### src/rtl/bram_stream_reader.sv
// bram_stream_reader: streams a burst of words out of a dual-port block RAM.
// Drives the RAM read port, absorbs the one-cycle read latency through a
// 2-entry output buffer, and forwards same-cycle write data on an address
// collision so the stream observes write-first behaviour.
//
// state   | meaning
// --------+---------------------------------------------------------------
// IDLE    | waiting for START; BUSY=0
// RUN     | issuing reads while words remain and the buffer has credit
// FLUSH   | all reads issued; drain in-flight and buffered words, pulse DONE
module bram_stream_reader #(
  parameter int ADDR_WIDTH = 8,
  parameter int DATA_WIDTH = 32
) (
  input  logic                  CLK,
  input  logic                  RST,
  input  logic                  START,
  input  logic [ADDR_WIDTH-1:0] BASE,
  input  logic [ADDR_WIDTH:0]   LEN,
  output logic                  BUSY,
  output logic                  DONE,
  output logic                  RAM_RE,
  output logic [ADDR_WIDTH-1:0] RAM_RD_ADDR,
  input  logic [DATA_WIDTH-1:0] RAM_DO,
  input  logic                  RAM_WE,
  input  logic [ADDR_WIDTH-1:0] RAM_WR_ADDR,
  input  logic [DATA_WIDTH-1:0] RAM_DI,
  output logic                  OUT_VALID,
  input  logic                  OUT_READY,
  output logic [DATA_WIDTH-1:0] OUT_DATA
);

  localparam logic [1:0] S_IDLE  = 2'd0;
  localparam logic [1:0] S_RUN   = 2'd1;
  localparam logic [1:0] S_FLUSH = 2'd2;

  localparam logic [ADDR_WIDTH-1:0] ADDR_ONE = {{(ADDR_WIDTH-1){1'b0}}, 1'b1};
  localparam logic [ADDR_WIDTH:0]   REM_ONE  = {{ADDR_WIDTH{1'b0}}, 1'b1};

  logic [1:0]            state_q, state_d;
  logic [ADDR_WIDTH-1:0] addr_q, addr_d;
  logic [ADDR_WIDTH:0]   rem_q, rem_d;
  logic [1:0]            occ_q, occ_d;
  logic                  inflight_q, inflight_d;
  logic                  fwd_q, fwd_d;
  logic [DATA_WIDTH-1:0] fwd_data_q, fwd_data_d;
  logic [DATA_WIDTH-1:0] mem_q [2];
  logic [DATA_WIDTH-1:0] mem_d [2];
  logic                  rd_ptr_q, rd_ptr_d;
  logic                  wr_ptr_q, wr_ptr_d;
  logic                  done_q, done_d;

  logic                  pop;
  logic                  push;
  logic [2:0]            credit_use;

  assign OUT_VALID   = (occ_q != 2'd0);
  assign OUT_DATA    = mem_q[rd_ptr_q];
  assign BUSY        = (state_q != S_IDLE);
  assign DONE        = done_q;
  assign RAM_RD_ADDR = addr_q;
  assign pop         = OUT_VALID && OUT_READY;
  assign push        = inflight_q;

  // Slots claimed by buffered plus in-flight words, after this cycle's pop.
  assign credit_use = {1'b0, occ_q} + {2'b00, inflight_q} - {2'b00, pop};
  assign RAM_RE     = (state_q == S_RUN) && (rem_q != '0) && (credit_use < 3'd2);

  // Output buffer: capture returning (or forwarded) data, advance head on pop.
  always_comb begin
    mem_d    = mem_q;
    wr_ptr_d = wr_ptr_q;
    rd_ptr_d = rd_ptr_q;
    occ_d    = occ_q;
    if (push) begin
      mem_d[wr_ptr_q] = fwd_q ? fwd_data_q : RAM_DO;
      wr_ptr_d        = ~wr_ptr_q;
    end
    if (pop) begin
      rd_ptr_d = ~rd_ptr_q;
    end
    case ({push, pop})
      2'b10:   occ_d = occ_q + 2'd1;
      2'b01:   occ_d = occ_q - 2'd1;
      default: occ_d = occ_q;
    endcase
  end

  // Sequencing FSM, address/remaining counters and collision snoop.
  always_comb begin
    state_d    = state_q;
    addr_d     = addr_q;
    rem_d      = rem_q;
    done_d     = 1'b0;
    inflight_d = RAM_RE;
    fwd_d      = RAM_RE && RAM_WE && (RAM_WR_ADDR == RAM_RD_ADDR);
    fwd_data_d = RAM_DI;
    case (state_q)
      S_IDLE: begin
        if (START) begin
          addr_d  = BASE;
          rem_d   = LEN;
          state_d = (LEN != '0) ? S_RUN : S_FLUSH;
        end
      end
      S_RUN: begin
        if (RAM_RE) begin
          addr_d = addr_q + ADDR_ONE;
          rem_d  = rem_q - REM_ONE;
          if (rem_q == REM_ONE) begin
            state_d = S_FLUSH;
          end
        end
      end
      S_FLUSH: begin
        // DONE is registered one cycle ahead of the drained condition so it
        // lands on the first empty cycle; BUSY drops together with it.
        if (done_q) begin
          state_d = S_IDLE;
        end else if (!inflight_q && (occ_d == 2'd0)) begin
          done_d = 1'b1;
        end
      end
      default: state_d = S_IDLE;
    endcase
  end

  // State registers; reset abandons any burst and drops buffered data.
  always_ff @(posedge CLK or posedge RST) begin
    if (RST) begin
      state_q    <= S_IDLE;
      addr_q     <= '0;
      rem_q      <= '0;
      occ_q      <= 2'd0;
      inflight_q <= 1'b0;
      fwd_q      <= 1'b0;
      fwd_data_q <= '0;
      mem_q      <= '{default: '0};
      rd_ptr_q   <= 1'b0;
      wr_ptr_q   <= 1'b0;
      done_q     <= 1'b0;
    end else begin
      state_q    <= state_d;
      addr_q     <= addr_d;
      rem_q      <= rem_d;
      occ_q      <= occ_d;
      inflight_q <= inflight_d;
      fwd_q      <= fwd_d;
      fwd_data_q <= fwd_data_d;
      mem_q      <= mem_d;
      rd_ptr_q   <= rd_ptr_d;
      wr_ptr_q   <= wr_ptr_d;
      done_q     <= done_d;
    end
  end

endmodule
### config.mk
export PLATFORM = sky130hd
export DESIGN_NAME = bram_stream_reader
export DESIGN_NICKNAME = d
export VERILOG_FILES = /design/src/rtl/bram_stream_reader.sv
export SDC_FILE = /design/constraint.sdc
export NUM_CORES = 1
export LEC_CHECK = 0
export CAP_MARGIN = 10
export CORE_AREA = 8 8 102 104
export CTS_CLUSTER_SIZE = 25
export DETAILED_ROUTE_END_ITERATION = 8
export DIE_AREA = 0 0 110 112
export DONT_BUFFER_PORTS = 1
export PLACE_DENSITY = 0.78
export SYNTH_ARGS = -nofsm -noshare
export SYNTH_HDL_FRONTEND = slang
export SYNTH_SLANG_ARGS = --single-unit
### constraint.sdc
create_clock -name CLK -period 5.2 [get_ports CLK]
set_input_delay 1.04 -clock CLK [delete_from_list [all_inputs] [get_ports CLK]]
set_output_delay 1.04 -clock CLK [all_outputs]
set_load 0.01 [all_outputs]
==> results of run 1 <==
-- worst register-to-register path, delay by kind of cell, from the launching register on --
kind,cells,cell delay [ns]
and+or+nand+nor,3,0.87
adders and majority gates,2,0.54
xor gates and xnor gates,2,0.32
buffers and inverters,1,0.05
muxes,1,0.40
DFF,1,0.45
AOI/OAI and AO/OA,1,0.58
-- metrics by stage --
step	power [mW]	cells	area, um2	setup WS (ns)	hold WS [ns]
final	4.27	612	6120	0.937	0.468
after global routing	4.54	612	6120	0.679	0.488
after CTS	4.30	611	6120	0.908	0.473
after detailed placement	3.00	580	5480	1.28	0.462
after global placement	2.93	580	5480	1.32	0.457
after floorplan	2.69	497	5440	0.917	0.444
-- state kept, by name, summed over array words and instances (netlist names) --
name	count
wr_ptr_q	1
RAM_RD_ADDR	8
DONE	1
rem_q	9
mem_q	64
fwd_q	1
occ_q	2
state_q	2
rd_ptr_q	1
inflight_q	1
fwd_data_q	32
-- cells in the final DEF (no fill, tap or decap), types with 4 or more instances in the layout --
master,Yosys,final
dfrtp_1,122,121
nor2_1,47,47
o21ai_0,44,44
a21oi_1,41,41
nand2_1,41,41
mux2i_1,35,35
mux2_2,33,33
clkbuf_16,0,16
nor3_1,9,9
xnor2_1,8,8
nand3_1,6,6
o32ai_1,6,6
inv_1,6,5
ha_1,5,5
bufinv_16,0,5
nand4_1,4,4
xor2_1,4,4
-- path summary, 6_finish.rpt --
| kind | endpoint | cells past startpoint | slack [ns] |
|---|---|---|---|
| worst min register to register | wr_ptr_q | 1 | 0.47 |
| worst max register to register | RAM_RD_ADDR[1] | 10 | 1.88 |
| worst max-delay path | RAM_RE | 9 | 0.94 |
| min in group asynchronous | fwd_data_q[25] | 1 | 0.68 |
| max in group asynchronous | mem_q[62] | 2 | 3.46 |
| worst min-delay path | wr_ptr_q | 1 | 0.47 |
-- power groups by stage --
stage / Clock [mW] / Sequential [mW] / Combinational (mW)
floorplan: 0 / 1.49 / 1.20
global placement: 0 / 1.56 / 1.37
detailed placement: 0 / 1.59 / 1.41
CTS: 1.29 / 1.57 / 1.43
global route: 1.33 / 1.62 / 1.58
finish: 1.27 / 1.57 / 1.42
-- Yosys cell counts (5+ instances only) --
library cell | number | area, um2
dfrtp_1 | 122 | 3050
nor2_1 | 47 | 176
o21ai_0 | 44 | 220
a21oi_1 | 41 | 205
nand2_1 | 41 | 154
mux2i_1 | 35 | 350
mux2_2 | 33 | 372
clkbuf_1 | 22 | 82.6
nor3_1 | 9 | 45.0
xnor2_1 | 8 | 70.1
buf_1 | 7 | 26.3
inv_1 | 6 | 22.5
nand3_1 | 6 | 30.0
o32ai_1 | 6 | 52.6
ha_1 | 5 | 62.6
-- routing by layer --
metal	track usage [%]	part of all wire [%]
met4	8.56	1.7
met1	25.8	40
met5	0	0
met2	33.3	49
met3	7.22	9.5
-- cell type report --
class,count,share of cell area (%)
sequential,122,49.9
clock inverter,13,3.51
antenna,1,0.0409
clock buffer,18,6.99
tap,111,2.27
inverter,6,0.409
multi-input combinational,338,36.5
timing repair buffer,3,0.368
-- cells by family (layout without fill, tap and decap cells) --
logic type	after synthesis	count (layout)	share of synthesized area (%)
compound gates	112	112	11.9
other cells	0	1	0
mux	68	68	13.3
xor+xnor	12	12	1.93
simple gates	140	140	12.5
buf+inv	37	40	2.72
flops	122	122	56.2
fa+ha+maj	6	6	1.52
==> impl_metrics.py, run 1 <==
metrics = {
    "cells_and_area": {
        "nets": 588,
        "drive_above_1_share_pct": 17.2,
        "syn_to_final_growth_pct": 12.7,
        "postLayoutCoreUtil_pct": 68.9,
        "multi_input_area_mm2": 0.00224,
        "fillCellCount": 662,
        "seqCellArea_mm2": 0.00305,
    },
    "route": {
        "wl_per_cell_um": 20.6,
        "drtPass1Iterations": 4,
        "drc_errors": 0,
        "drtIter0Drc": 200,
        "via_per_inst": 6.12,
        "num_vias": 3744,
        "antenna_left": 0,
        "routed_wl_um": 12600,
    },
    "timing": {
        "fin_setup_tns_ns": 0,
        "max_freq_mhz": 235,
        "skew_ns": 0.0122,
        "setup_violations": 0,
        "slew_headroom_pct": 26.5,
        "worst_pin_slew_ns": 1.10,
        "period_needed_ns": 4.26,
        "finalHoldViolations": 0,
        "period_share_pct": 82.0,
        "slew_viol_final": 0,
        "rsz0062_at_grt": "false",
    },
    "clock_tree": {
        "clk_pin_slew_ns": 0.06,
        "cts_buffer_depth": 2,
        "cts_made_buffers": 17,
        "clock_latency_ns": 0.51,
        "cts_post_setup_buffers_inserted": 0,
        "h-tree-depth": 4,
        "post_cts_resize_count": 0,
        "clock-sinks": 122,
        "cts_tree": "yes",
        "cts-root-buf": "clkbuf_8",
        "cts_hold_buf": 0,
    },
    "synthesis": {
        "syn_area_mm2": 0.00544,
        "ys_async_sr_fraction_pct": 100,
        "ys_types": 52,
        "synthCells": 497,
        "ys_seq_elements": 122,
        "yosysSeqAreaShare_pct": 56.2,
        "avgSynthCellArea_um2": 10.9,
        "syn_nets": 597,
        "ys.flop_type": "dfrtp_1",
        "synth_edf_count": 0,
        "yosysWarnings": 0,
    },
    "place": {
        "globalplace.congestion": 0.877,
        "port_buffers": 0,
        "hpwl_um": 8380,
    },
    "global_routing": {
        "grt_overflow_total": 0,
        "grt_util_all_layers_pct": 21.2,
        "antenna_found_initial": 1,
        "grt_pass1_vias": 4040,
        "grt_max_degree": 88,
        "grt_pass1_wl_um": 20500,
    },
    "worst_setup_path": {
        "end_kind": "output pin",
        "path_cells": "or2_2, nand2_1, xnor2_1, ha_1, inv_1, fa_1, xnor2_1, nand3_1, nor2_1",
        "slowest_delay_ns": 0.49,
        "r2r-start": "occ_q[1]",
        "worstPathMaxFanout": 11,
        "cp-start-kind": "flip-flop",
        "critPathBufInv": 1,
        "cp_slowest_cell": "nor2_1",
        "crit_type": "reg2out",
        "crit_required_ns": 4.16,
        "crit_top_cell": "xnor2_1",
        "cp_top_family": "simple AND/OR/NAND/NOR gates",
        "crit_start": "occ_q[1]",
        "worstPathArrival_ns": 3.22,
    },
    "pwr": {
        "ir_worst_vdd_mv": 0.404,
        "internal_power_mw": 2.69,
        "cellLeakagePower_nw": 2.50,
        "p_sw_share_pct": 37.1,
        "power_frac_comb_pct": 33.3,
        "p_switching_mw": 1.58,
        "seqPwrFrac_pct": 36.9,
        "power_frac_clock_pct": 29.8,
        "p_per_area_mw_per_mm2": 698,
    },
    "floorplanning": {
        "num_io_pins": 138,
        "start_util_pct": 61.1,
        "dieHeight_um": 112,
        "row_count": 35,
        "die_area_mm2": 0.0123,
        "chipWidth_um": 110,
        "core_mm2": 0.00889,
    },
    "hold_path": {
        "hp-start": "wr_ptr_q",
        "hp-class": "reg2reg",
    },
    "run_status": {
        "outcome": "complete, no violations",
    },
    "run": {
        "cap_viol_max_count": 0,
    },
}
No activity file was read; power rests on OpenSTA's default activity.
==> run 2: changes to the inputs <==
CORE_AREA = 8 8 107 109   (was 8 8 102 104)
DIE_AREA = 0 0 115 117   (was 0 0 110 112)
PLACE_DENSITY = 0.74   (was 0.78)
clock period = 3.46 ns   (was 5.2 ns; I/O delays follow)
==> run 2 against run 1 <==
Net effect:
- final area is 1.3% higher
- flip-flop and latch count stayed put
- sequential share of layout area is 0.64 points lower
- critical path type unchanged
==> impl_metrics.py, run 2 (same netlist as run 1, synthesis figures left out) <==
metrics = {
    "timing": {
        "slew_headroom_pct": 32.5,
        "period_share_pct": 93.9,
        "hold_slack_ns": 0.0851,
        "slew_viol_final": 0,
        "rsz0062_at_grt": "false",
        "skew_ns": 0.00848,
        "worst_pin_slew_ns": 1.01,
        "setup_violations": 0,
        "max_freq_mhz": 308,
        "fin_setup_tns_ns": 0,
        "period_needed_ns": 3.25,
        "finalHoldViolations": 0,
    },
    "floorplanning": {
        "chipWidth_um": 115,
        "die_area_mm2": 0.0135,
        "row_count": 37,
        "core_mm2": 0.00991,
        "dieHeight_um": 117,
        "num_io_pins": 138,
        "start_util_pct": 54.9,
    },
    "clock_tree": {
        "cts_buffer_depth": 2,
        "cts-root-buf": "clkbuf_8",
        "clock_latency_ns": 0.51,
        "h-tree-depth": 4,
        "cts_tree": "yes",
        "clk_pin_slew_ns": 0.06,
        "clock-sinks": 122,
        "cts_made_buffers": 17,
    },
    "route": {
        "num_vias": 3731,
        "met3_length_um": 1040,
        "drtPass1Iterations": 5,
        "drc_errors": 0,
        "wl_per_cell_um": 19.3,
        "via_per_inst": 5.78,
        "wirelength_met1_um": 5090,
        "maxUsedRoutingLayer": "met5",
        "antenna_left": 0,
        "drtIter0Drc": 324,
        "routed_wl_um": 12500,
        "met2_wirelength_um": 6160,
    },
    "worst_setup_path": {
        "cp-start-kind": "flip-flop",
        "worstPathArrival_ns": 2.56,
        "worstPathMaxFanout": 6,
        "end_kind": "output pin",
        "crit_type": "reg2out",
        "crit_required_ns": 2.77,
    },
    "cells_and_area": {
        "layout_common_cells": "120 x dfrtp_1, 46 x nor2_1, 44 x o21ai_0",
        "nets": 597,
        "layout_commonest_cell": "dfrtp_1",
        "reg_top3": "mem_q: 64 flops, fwd_data_q: 32 flops, rem_q: 9 flops",
        "diodes": 0,
        "syn_to_final_growth_pct": 14.2,
        "fillCellCount": 833,
        "drive_above_1_share_pct": 19.6,
        "largest-register": "mem_q",
        "largest_reg_flops": 64,
    },
    "place": {
        "port_buffers": 0,
        "globalplace.congestion": 0.821,
        "hpwl_um": 8560,
    },
    "pwr": {
        "ir_worst_vdd_mv": 0.836,
        "cellLeakagePower_nw": 2.52,
        "p_per_area_mw_per_mm2": 1030,
    },
    "run": {
        "cap_viol_max_count": 0,
    },
    "hold_path": {
        "hp-class": "in2async",
    },
    "global_routing": {
        "antenna_found_initial": 1,
        "grt_overflow_total": 0,
        "grt_util_all_layers_pct": 19.4,
        "grt_pass1_vias": 3921,
        "grt_max_degree": 72,
        "grt_pass1_wl_um": 20200,
    },
    "run_status": {
        "outcome": "complete, no violations",
    },
}
[run 2: cell count changes in the layout (fill, tap and decap cells not counted), sizes merged]
cell | previous run | this run
inv | 9 | 6
bufinv | 5 | 3
diode | 1 | 0
clkbuf | 18 | 21
buf | 3 | 12
clkinvlp | 1 | 4
[run 2: final cells by class]
type,instances,area [um2],share of cell area (%)
clock buffers,21,439,7.08
clock inverters,11,145,2.34
inverters,6,26.3,0.423
multi-input cells,338,2270,36.5
flip-flops and latches,122,3060,49.2
well taps,136,170,2.74
repair buffers,12,103,1.65
[run 2: final timing paths]
kind / start / end / slack [ns] / cells after the start
setup / recovery: occ_q[1] / RAM_RE / 0.21 / 9
hold / removal: RST / state_q[1] / 0.09 / 1
setup reg to reg: occ_q[1] / rem_q[7] / 0.64 / 10
hold reg to reg: wr_ptr_q / wr_ptr_q / 0.47 / 1
max in group asynchronous: RST / fwd_q / 2.58 / 2
min in group CLK: RAM_DI[9] / fwd_data_q[9] / 0.21 / 0
[run 2: stage by stage]
step                setup WS (ns)  std cells  instance area [um2]  utilization, %  power (mW)
floorplan                   0.451        497                 5440               -        4.05
global placement            0.461        612                 5580            56.3        4.52
detailed placement          0.414        612                 5580            56.3        4.62
CTS                       0.00228        644                 6180            62.4        6.42
global route               0.0114        646                 6210            62.7        6.83
finish                      0.211        646                 6210            62.7        6.40
[run 2: where the power goes]
group	internal, mW	switching, mW
logic	0.950	1.36
registers	1.95	0.412
clock network	1.11	0.615
[run 2: per-layer routing]
layer / track usage [%] / vias to the layer above
li1: - / 1768
met1: 22.9 / 1819
met2: 31.8 / 128
met3: 7.90 / 14
met4: 5.87 / 2
met5: 0 / -
[run 2: timing repair]
| action | in CTS | in global routing |
|---|---|---|
| endpoints found under the setup margin | 1 | 1 |
| resized for setup | 5 | 4 |
| hold buffers | 0 | 0 |
| pin swaps | 1 | 3 |
| setup buffers | 0 | 2 |
[run 2: worst max-delay path: stages (launching register included)]
cell and delay (ns):
dfrtp_2 0.43, or2_4 0.28, nand2_2 0.11, xnor2_1 0.13
ha_2 0.19, inv_1 0.05, fa_2 0.35, xnor2_2 0.20
nand3_2 0.17, nor2_4 0.16
